### src/rtl/nios2_system_nios2_system_oci_dct_packer_pkg.sv
// Shared constants, FSM state type and packet helper for the OCI DCT atom packer.
// Overflow reporting is compiled in with NIOS2_SYSTEM_OCI_DCT_OVF_EN.
package nios2_system_nios2_system_oci_dct_packer_pkg;

    localparam logic [1:0] ATOM_NOT_TAKEN = 2'b00;
    localparam logic [1:0] ATOM_TAKEN     = 2'b01;
    localparam logic [1:0] ATOM_INDIRECT  = 2'b10;
    localparam logic [1:0] ATOM_EXCEPTION = 2'b11;

    localparam logic [1:0] TAG_NORMAL = 2'b10;
    localparam logic [1:0] TAG_OVF    = 2'b11;

    localparam int DCT_MAX_COUNT = 15;
    localparam int BUF_W         = 30;
    localparam int CNT_W         = 4;
    localparam int PKT_W         = 36;

    typedef enum logic [1:0] {
        ACCUM      = 2'd0,
        HOLD       = 2'd1,
        HOLD_FLUSH = 2'd2
    } dct_state_e;

    function automatic logic [PKT_W-1:0] packPkt(input logic [1:0]       tag,
                                                 input logic [CNT_W-1:0] cnt,
                                                 input logic [BUF_W-1:0] word);
        return {tag, cnt, word};
    endfunction

endpackage

### src/rtl/nios2_system_nios2_system_oci_dct_packer_if.sv
// Trace-atom input, packet output and status bundle of the DCT packer.
// The dct_ovf status line exists only with NIOS2_SYSTEM_OCI_DCT_OVF_EN.
interface nios2_system_nios2_system_oci_dct_packer_if;
    import nios2_system_nios2_system_oci_dct_packer_pkg::*;

    logic             atom_valid;
    logic [1:0]       atom;
    logic             flush;
    logic             test_ending;
    logic [BUF_W-1:0] dct_buffer;
    logic [CNT_W-1:0] dct_count;
    logic             pkt_valid;
    logic [PKT_W-1:0] pkt_data;
    logic             pkt_ready;
    logic             test_has_ended;
`ifdef NIOS2_SYSTEM_OCI_DCT_OVF_EN
    logic             dct_ovf;

    modport slave (
        input  atom_valid, atom, flush, test_ending, pkt_ready,
        output dct_buffer, dct_count, pkt_valid, pkt_data, test_has_ended, dct_ovf
    );
    modport master (
        output atom_valid, atom, flush, test_ending, pkt_ready,
        input  dct_buffer, dct_count, pkt_valid, pkt_data, test_has_ended, dct_ovf
    );
`else
    modport slave (
        input  atom_valid, atom, flush, test_ending, pkt_ready,
        output dct_buffer, dct_count, pkt_valid, pkt_data, test_has_ended
    );
    modport master (
        output atom_valid, atom, flush, test_ending, pkt_ready,
        input  dct_buffer, dct_count, pkt_valid, pkt_data, test_has_ended
    );
`endif

endinterface

### src/rtl/nios2_system_nios2_system_oci_dct_slot.sv
// Single-entry valid/ready output register holding one closed DCT packet.
// The packer only loads it when the slot is free, so a load always wins.
module nios2_system_nios2_system_oci_dct_slot
    import nios2_system_nios2_system_oci_dct_packer_pkg::*;
(
    input  logic             clk,
    input  logic             reset_n,
    input  logic             load_i,
    input  logic [PKT_W-1:0] data_i,
    input  logic             ready_i,
    output logic             valid_o,
    output logic [PKT_W-1:0] data_o
);

    logic             valid_q, valid_d;
    logic [PKT_W-1:0] data_q, data_d;

    always_comb begin
        valid_d = valid_q;
        data_d  = data_q;
        if (load_i) begin
            valid_d = 1'b1;
            data_d  = data_i;
        end else if (ready_i) begin
            valid_d = 1'b0;
        end
    end

    always_ff @(posedge clk or negedge reset_n) begin
        if (!reset_n) begin
            valid_q <= 1'b0;
            data_q  <= '0;
        end else begin
            valid_q <= valid_d;
            data_q  <= data_d;
        end
    end

    assign valid_o = valid_q;
    assign data_o  = data_q;

endmodule

### src/rtl/nios2_system_nios2_system_oci_dct_packer.sv
// Packs 2-bit trace atoms into 15-atom DCT packets behind a one-entry output slot.
// Define NIOS2_SYSTEM_OCI_DCT_OVF_EN to report dropped atoms via dct_ovf and tag 2'b11.
module nios2_system_nios2_system_oci_dct_packer
    import nios2_system_nios2_system_oci_dct_packer_pkg::*;
(
    input logic clk,
    input logic reset_n,
    nios2_system_nios2_system_oci_dct_packer_if.slave dct_bus
);

    dct_state_e       state_q, state_d;
    logic [BUF_W-1:0] dctBuf_q, dctBuf_d;
    logic [CNT_W-1:0] dctCnt_q, dctCnt_d;
    logic             testSeen_q, testSeen_d;
    logic             testEnded_q, testEnded_d;

    logic             pktValid;
    logic [PKT_W-1:0] pktData;
    logic             slotFree, atomDrop, atomTake, flushReq, closeReq, closeNow;
    logic [BUF_W-1:0] bufNext;
    logic [CNT_W-1:0] cntNext;
    logic [1:0]       closeTag;

    // A 15th atom can only arrive when the slot is free, so a full buffer never waits.
    always_comb begin
        slotFree = !pktValid || dct_bus.pkt_ready;
        atomDrop = dct_bus.atom_valid && !slotFree &&
                   (dctCnt_q == CNT_W'(DCT_MAX_COUNT - 1));
        atomTake = dct_bus.atom_valid && !atomDrop;
        bufNext  = dctBuf_q;
        cntNext  = dctCnt_q;
        if (atomTake) begin
            bufNext[{dctCnt_q, 1'b0} +: 2] = dct_bus.atom;
            cntNext = dctCnt_q + 4'd1;
        end
        flushReq = dct_bus.flush || dct_bus.test_ending || (state_q == HOLD_FLUSH);
        closeReq = (cntNext == CNT_W'(DCT_MAX_COUNT)) || (flushReq && (cntNext != '0));
        closeNow = closeReq && slotFree;
    end

`ifdef NIOS2_SYSTEM_OCI_DCT_OVF_EN
    logic ovfNew_q, ovfNew_d;

    // Drops and closes are mutually exclusive: a drop needs a busy slot, a close a free one.
    always_comb begin
        ovfNew_d = (ovfNew_q || atomDrop) && !closeNow;
        closeTag = ovfNew_q ? TAG_OVF : TAG_NORMAL;
    end

    always_ff @(posedge clk or negedge reset_n) begin
        if (!reset_n) ovfNew_q <= 1'b0;
        else          ovfNew_q <= ovfNew_d;
    end

    assign dct_bus.dct_ovf = ovfNew_q || (pktValid && (pktData[PKT_W-1 -: 2] == TAG_OVF));
`else
    assign closeTag = TAG_NORMAL;
`endif

    always_comb begin
        state_d = state_q;
        unique case (state_q)
            ACCUM:
                state_d = closeNow ? HOLD : ACCUM;
            HOLD:
                if (dct_bus.pkt_ready)                          state_d = closeNow ? HOLD : ACCUM;
                else if (dct_bus.flush || dct_bus.test_ending)  state_d = HOLD_FLUSH;
            HOLD_FLUSH:
                if (dct_bus.pkt_ready)                          state_d = closeNow ? HOLD : ACCUM;
            default:
                state_d = ACCUM;
        endcase
    end

    always_comb begin
        dctBuf_d    = closeNow ? '0 : bufNext;
        dctCnt_d    = closeNow ? '0 : cntNext;
        testSeen_d  = testSeen_q || dct_bus.test_ending;
        testEnded_d = testEnded_q ||
                      ((testSeen_q || dct_bus.test_ending) && (dctCnt_q == '0) &&
                       !pktValid && !dct_bus.atom_valid);
    end

    always_ff @(posedge clk or negedge reset_n) begin
        if (!reset_n) begin
            state_q     <= ACCUM;
            dctBuf_q    <= '0;
            dctCnt_q    <= '0;
            testSeen_q  <= 1'b0;
            testEnded_q <= 1'b0;
        end else begin
            state_q     <= state_d;
            dctBuf_q    <= dctBuf_d;
            dctCnt_q    <= dctCnt_d;
            testSeen_q  <= testSeen_d;
            testEnded_q <= testEnded_d;
        end
    end

    nios2_system_nios2_system_oci_dct_slot u_slot (
        .clk     (clk),
        .reset_n (reset_n),
        .load_i  (closeNow),
        .data_i  (packPkt(closeTag, cntNext, bufNext)),
        .ready_i (dct_bus.pkt_ready),
        .valid_o (pktValid),
        .data_o  (pktData)
    );

    assign dct_bus.dct_buffer     = dctBuf_q;
    assign dct_bus.dct_count      = dctCnt_q;
    assign dct_bus.pkt_valid      = pktValid;
    assign dct_bus.pkt_data       = pktData;
    assign dct_bus.test_has_ended = testEnded_q;

endmodule

### src/flat_wrapper.sv
// flat-port wrapper written by rule: the top's interface ports become plain ports
module nios2_system_nios2_system_oci_dct_packer_flat import nios2_system_nios2_system_oci_dct_packer_pkg::*;
  (clk, reset_n, dct_bus_atom_valid, dct_bus_atom, dct_bus_flush, dct_bus_test_ending, dct_bus_pkt_ready, dct_bus_dct_buffer, dct_bus_dct_count, dct_bus_pkt_valid, dct_bus_pkt_data, dct_bus_test_has_ended);
  nios2_system_nios2_system_oci_dct_packer_if dct_bus_i ();
  input logic clk;
  input logic reset_n;
  input wire logic [$bits(dct_bus_i.atom_valid)-1:0] dct_bus_atom_valid;
  input wire logic [$bits(dct_bus_i.atom)-1:0] dct_bus_atom;
  input wire logic [$bits(dct_bus_i.flush)-1:0] dct_bus_flush;
  input wire logic [$bits(dct_bus_i.test_ending)-1:0] dct_bus_test_ending;
  input wire logic [$bits(dct_bus_i.pkt_ready)-1:0] dct_bus_pkt_ready;
  output wire logic [$bits(dct_bus_i.dct_buffer)-1:0] dct_bus_dct_buffer;
  output wire logic [$bits(dct_bus_i.dct_count)-1:0] dct_bus_dct_count;
  output wire logic [$bits(dct_bus_i.pkt_valid)-1:0] dct_bus_pkt_valid;
  output wire logic [$bits(dct_bus_i.pkt_data)-1:0] dct_bus_pkt_data;
  output wire logic [$bits(dct_bus_i.test_has_ended)-1:0] dct_bus_test_has_ended;
  assign dct_bus_i.atom_valid = dct_bus_atom_valid;
  assign dct_bus_i.atom = dct_bus_atom;
  assign dct_bus_i.flush = dct_bus_flush;
  assign dct_bus_i.test_ending = dct_bus_test_ending;
  assign dct_bus_i.pkt_ready = dct_bus_pkt_ready;
  assign dct_bus_dct_buffer = dct_bus_i.dct_buffer;
  assign dct_bus_dct_count = dct_bus_i.dct_count;
  assign dct_bus_pkt_valid = dct_bus_i.pkt_valid;
  assign dct_bus_pkt_data = dct_bus_i.pkt_data;
  assign dct_bus_test_has_ended = dct_bus_i.test_has_ended;
  nios2_system_nios2_system_oci_dct_packer u_core (.clk(clk), .reset_n(reset_n), .dct_bus(dct_bus_i));
endmodule
### config.mk
export PLATFORM = sky130hd
export DESIGN_NAME = nios2_system_nios2_system_oci_dct_packer_flat
export DESIGN_NICKNAME = d
export VERILOG_FILES = /design/src/rtl/nios2_system_nios2_system_oci_dct_packer_pkg.sv /design/src/rtl/nios2_system_nios2_system_oci_dct_packer_if.sv /design/src/rtl/nios2_system_nios2_system_oci_dct_slot.sv /design/src/rtl/nios2_system_nios2_system_oci_dct_packer.sv /design/src/flat_wrapper.sv
export SDC_FILE = /design/constraint.sdc
export NUM_CORES = 1
export LEC_CHECK = 0
export CORE_UTILIZATION = 35
export CTS_BUF_LIST = sky130_fd_sc_hd__clkbuf_4
export DETAILED_ROUTE_END_ITERATION = 6
export PLACE_DENSITY = 0.68
export SLEW_MARGIN = 40
export SYNTH_ARGS = -nofsm -noshare
export SYNTH_HDL_FRONTEND = slang
export SYNTH_SLANG_ARGS = --single-unit
### constraint.sdc
create_clock -name clk -period 2.6 [get_ports clk]
set_input_delay 0.78 -clock clk [delete_from_list [all_inputs] [get_ports clk]]
set_output_delay 0.78 -clock clk [all_outputs]
set_load 0.05 [all_outputs]
After elaboration in Yosys (flattened, before gate mapping) --
Cells that the tools add are included.
Cells by class: $add $sub $neg 2, equality and inequality tests 6, shift operators 2, mux-type cells 12, reductions and logical operators 23
Operator list (number):
- 30-bit 2-to-1 mux | 2
- 30-bit bitwise mux | 1
- 2-bit by 7-bit variable shift with 30-bit output (first input constant) | 1
- 2-bit by 7-bit indexed part select with 30-bit output | 1
- 4-bit == test (second input constant) | 2
- 1-bit logical AND | 8
- 4-bit 2-to-1 mux | 2
- 5-bit negation with 7-bit output | 1
- 1-bit logical OR | 6
- 2-bit 2-to-1 mux | 3
- 2-bit one-hot mux with 3 select lines | 1
- 4-bit by 1-bit adder with 4-bit output (second input constant) | 1
- 1-bit zero test | 4
- 4-bit zero test | 1
- 4-bit nonzero test | 1
- 1-bit 2-to-1 mux | 3
- 3-bit by 2-bit != test with 1-bit output (second input constant) | 1
- 2-bit by 1-bit == test with 1-bit output (second input constant) | 1
- 2-bit == test (second input constant) | 1
- 2-bit zero test | 1
- 2-bit != test (second input constant) | 1
- 2-bit AND reduction | 1
- 2-bit nonzero test | 1
Word-level totals: bits in registers 74, bits of input ports 8, output and inout port bits 72, logic and storage cells 52

Longest topological paths before layout --
depth in word-level cells 15, gate-level depth with buffers 10

Modules after synthesis --
Synthesis repeated with hierarchy kept, for this count alone.
Second synthesis, totals: cell total of the unflattened synthesis 312, area, all modules 3828.7 um2
Modules (own cells, without submodules):
- nios2_system_nios2_system_oci_dct_packer | instances 1, cells each 233, area an instance 2306.0 um2
- nios2_system_nios2_system_oci_dct_slot | instances 1, cells each 79, area an instance 1522.7 um2

Worst setup path after synthesis --
OpenSTA, ideal clock, no wires.
path type register to register, start register u_core.dctCnt_q[0] (netlist: u_core.dct_bus.dct_count[0]), end register u_core.u_slot.data_q[2] (netlist: u_core.u_slot.data_o[2]), library setup time 131 ps, data arrival time 2711 ps, data required time 2469 ps, path slack -242 ps, cell stages (with the launch flop) 11, path buffers 3, period minus slack after synthesis 2842 ps, cell sequence dfrtp_1 -> buf_2 -> inv_1 -> ha_1 -> buf_6 -> or3_4 -> buf_6 -> or3_4 -> o22ai_2 -> mux2i_1 -> mux2i_1
Between the ends: cells in the longest elaborated chain, start to end 9, elaborated cells between the ends (all ways) 16, classes of those cells add/sub: 2; eq/ne: 2; shift: 2; mux: 3; reduce/logical: 7
RTL lines:
- start: declaration | RTL line nios2_system_nios2_system_oci_dct_packer.sv:13 | logic [CNT_W-1:0] dctCnt_q, dctCnt_d;
- start signal: assignment | RTL line nios2_system_nios2_system_oci_dct_packer.sv:94 | dctCnt_q <= dctCnt_d;
- parallel branches: the longest is 9 deep, another holds 5-bit negation with 7-bit output
- end signal: assignment | RTL line nios2_system_nios2_system_oci_dct_slot.sv:35 | data_q <= data_d;
- end: declaration | RTL line nios2_system_nios2_system_oci_dct_slot.sv:16 | logic [PKT_W-1:0] data_q, data_d;
Parallel ways; which one is timed is not known. A chain may end at the register's enable or synchronous reset.

Worst setup path after layout --
start register u_core.u_slot.valid_q (netlist: u_core.u_slot.valid_o), end output port dct_bus_pkt_valid
RTL lines:
- start: declaration | RTL line nios2_system_nios2_system_oci_dct_slot.sv:15 | logic valid_q, valid_d;
- start signal: assignment | RTL line nios2_system_nios2_system_oci_dct_slot.sv:34 | valid_q <= valid_d;
- end: declaration | RTL line flat_wrapper.sv:14 | output wire logic [$bits(dct_bus_i.pkt_valid)-1:0] dct_bus_pkt_valid;
No word-level cell between the ends.

==> impl_metrics.env <==
export IMPL_outcome="completed"
export IMPL_clock_sinks=74
export IMPL_post_cts_hold_buffer_count=0
export IMPL_fin_nets=444
export IMPL_syn_instance_count=344
export IMPL_worstPathRequired_ns=1.82
export IMPL_mostFrequentLayoutCell="sky130_fd_sc_hd__clkdlybuf4s50_1"
export IMPL_clock_latency_ns=0.44
export IMPL_max_cap_violations=0
export IMPL_placeableCoreArea_um2=9910
export IMPL_worst_setup_path_type="flop to output pin"
export IMPL_placement_rows=36
export IMPL_final_period_minus_worst_setup_slack_ns=2.49
export IMPL_synth_warnings=0
export IMPL_mappedNetlistArea_um2=3620
export IMPL_maxSlewHeadroom=0.578
export IMPL_clock_pin_slew_on_the_worst_setup_and_hold_paths_ns=0.12
export IMPL_route_detailed_wl_per_inst_um=15.5
export IMPL_post_drt_via_cell_ratio=5.08
export IMPL_first_pass_grt_wire_length_um=14800
export IMPL_hpwl_um=6260
export IMPL_min_delay_path_class="input pin to async pin"
export IMPL_power_ir_vdd_worst_mv=0.364
export IMPL_routed_via_count=2888
export IMPL_die_h_um=104
export IMPL_area_share_of_the_largest_cell_type_after_synthesis=0.511
export IMPL_synthDominantAreaCellType="sky130_fd_sc_hd__dfrtp_1"
export IMPL_r2r_worst_path_cells=9
export IMPL_p_leak_nw=2.15
export IMPL_drive_gt1_frac=0.115
export IMPL_timing_limited_maximum_frequency_mhz=402
export IMPL_post_route_period_util=0.956
export IMPL_worst_path_buf_inv=1
export IMPL_postSynth_asyncResetShare=1.00
export IMPL_ant_nets=0
export IMPL_gp_routability_congestion=0.913
export IMPL_drc_violations=0
export IMPL_critPathArrivalTime_ns=1.71
export IMPL_startpoint_type="flop"
export IMPL_total_power_divided_by_cell_area_nw_per_um2=831
export IMPL_post_synth_cell_area_avg_um2=10.5
export IMPL_global_route_overflow_total=0
export IMPL_drt_pass1_iterations=4
export IMPL_routed_wirelength_um=8810
export IMPL_final_core_utilization=0.482
export IMPL_grtUsageTotal=0.172
export IMPL_root_buffer="sky130_fd_sc_hd__clkbuf_4"
export IMPL_yosys_cell_types_count=50
export IMPL_postSynthNetCount=357
export IMPL_max_stage_delay_ns=0.83
export IMPL_cts_buffer_depth=2
export IMPL_synth_main_ff_cell="sky130_fd_sc_hd__dfrtp_1"
export IMPL_crit_end="dct_bus_pkt_valid"
export IMPL_kind_of_cell_with_the_highest_combined_delay_on_the_critical_path="buffers and inverters"
export IMPL_grt_antenna_before_repair=0
export IMPL_seq_area_frac_synth=0.511
export IMPL_report_final_hold_viol_count=0
export IMPL_startpoint="u_core.u_slot.valid_o"
export IMPL_synth_enable_flop_cells=0
export IMPL_r2r_start="u_core.dct_bus.dct_count[0]"
export IMPL_detailedRoute_firstIterationViolations=210
export IMPL_mostFrequentLayoutCells="sky130_fd_sc_hd__clkdlybuf4s50_1, sky130_fd_sc_hd__dfrtp_1, sky130_fd_sc_hd__mux2i_1, sky130_fd_sc_hd__nor2_1, sky130_fd_sc_hd__inv_1"
export IMPL_placement_io_buffers=78
export IMPL_unrepaired_setup_endpoints_after_global_routing="false"
export IMPL_maximum_number_of_pins_on_one_net_before_global_route_repair=75
export IMPL_rr_endpoint="u_core.u_slot.data_o[19]"
export IMPL_critical_path_max_fanout=6
export IMPL_rrSetupSlack_ns=0.14
export IMPL_postSynthRegisterBits=74
export IMPL_setup_worst_path_end_class="output pin"
export IMPL_syn_to_final_growth_pct=31.8
export IMPL_totalPowerFinal_w=0.00397
export IMPL_initial_core_utilization=0.366
export IMPL_report_final_setup_viol=0
export IMPL_tritoncts="yes"
export IMPL_dieArea_um2=10800
export IMPL_number_of_global_route_vias_before_repair=2870
export IMPL_cts_buffers_inserted=9
export IMPL_die_w_um=104
export IMPL_worst_slew_pin_slew_ns=0.627
export IMPL_cts_setup_buffers=0
export IMPL_final_slew_viol_count=0
export IMPL_htreeDepth=3
export IMPL_finalClockSkew_ns=0.0164
export IMPL_critical_path_slowest_cell="sky130_fd_sc_hd__clkdlybuf4s50_1"
export IMPL_antenna_cells_inserted=0
export IMPL_path_cells="clkdlybuf4s50_1"
export IMPL_top_level_ports=80
export IMPL_critical_path_cell_count=1
export IMPL_ys_top_cells_by_area="sky130_fd_sc_hd__dfrtp_1, sky130_fd_sc_hd__mux2i_1, sky130_fd_sc_hd__nor2_1, sky130_fd_sc_hd__inv_1, sky130_fd_sc_hd__ha_1"
==> sequential cells by signal (all words and copies together), names as in the netlist <==
signal / cells
u_core.dct_bus.dct_buffer: 30
u_core.dct_bus.dct_count: 4
u_core.dct_bus.test_has_ended: 1
u_core.state_q: 2
u_core.testSeen_q: 1
u_core.u_slot.data_o: 35
u_core.u_slot.valid_o: 1
==> where the power goes <==
part / leakage, nW / total, W / internal (W) / switching, W
clock network: 0.0721 / 0.000753 / 0.000301 / 0.000452
logic: 1.08 / 0.00185 / 0.000658 / 0.00119
registers: 1.00 / 0.00136 / 0.00127 / 0.0000915
==> worst min path at each step <==
stage                      start                       endpoint  slack, ns
2_1_floorplan  u_core.testSeen_q              u_core.testSeen_q       0.42
3_3_place_gp   u_core.testSeen_q              u_core.testSeen_q       0.44
3_5_place_dp   u_core.testSeen_q              u_core.testSeen_q       0.45
4_1_cts                  reset_n  u_core.dct_bus.dct_buffer[25]       0.34
5_1_grt                  reset_n  u_core.dct_bus.test_has_ended       0.35
6_report                 reset_n              u_core.testSeen_q       0.34
==> synthesized netlist by cell type (5+ instances only) <==
library cell                n
sky130_fd_sc_hd__mux2i_1   56
sky130_fd_sc_hd__a31oi_1    8
sky130_fd_sc_hd__buf_2      7
sky130_fd_sc_hd__inv_1     38
sky130_fd_sc_hd__nand4_1    6
sky130_fd_sc_hd__ha_1       5
sky130_fd_sc_hd__nand2_1   10
sky130_fd_sc_hd__o21ai_0    6
sky130_fd_sc_hd__nor3_1     7
sky130_fd_sc_hd__clkbuf_1   7
sky130_fd_sc_hd__and2_1     5
sky130_fd_sc_hd__nand3_1    7
sky130_fd_sc_hd__dfrtp_1   74
sky130_fd_sc_hd__nor2_1    42
==> routing by layer <==
layer / share of wire / global-route usage / vias up
li1: - / - / 1361
met5: 0 / 0 / -
met2: 0.48 / 0.272 / 79
met1: 0.47 / 0.235 / 1438
met3: 0.046 / 0.0390 / 10
met4: 0.011 / 0.0520 / 0
==> area by class of cell <==
cell class | count | area, um^2
inverters | 38 | 143
clock buffers | 9 | 67.6
flip-flops and latches | 74 | 1850
clock inverters | 7 | 77.6
fillers | 968 | 5130
repair buffers | 98 | 958
well taps | 133 | 166
multi-input cells | 210 | 1510
==> metrics by stage <==
step           cell area (um^2)  std cells  worst slack, ns  hold WS [ns]  TNS [ns]
6_report                   4780        569            0.114         0.338         0
4_1_cts                    4770        569           0.0867         0.342         0
5_1_grt                    4780        569          0.00289         0.347         0
3_5_place_dp               4630        553          -0.0986         0.446     -2.52
3_3_place_gp               4630        553           -0.103         0.440     -2.37
2_1_floorplan              3630        344          0.00340         0.423         0
==> what timing repair did <==
| item | 4_1_cts | 5_1_grt |
|---|---|---|
| hold endpoints to repair | 0 | 0 |
| setup endpoints to repair | 2 | 22 |
| gates resized for setup | 2 | 1 |
==> cells by family after synthesis <==
family,after synthesis,share of synthesized area
fa+ha+maj,6,0.0200
buf+inv,60,0.0749
simple gates,102,0.144
other cells,1,0.00103
flops,74,0.511
mux,56,0.155
xor+xnor,2,0.00484
compound gates,43,0.0898
No activity file was read; power rests on OpenSTA's default activity.
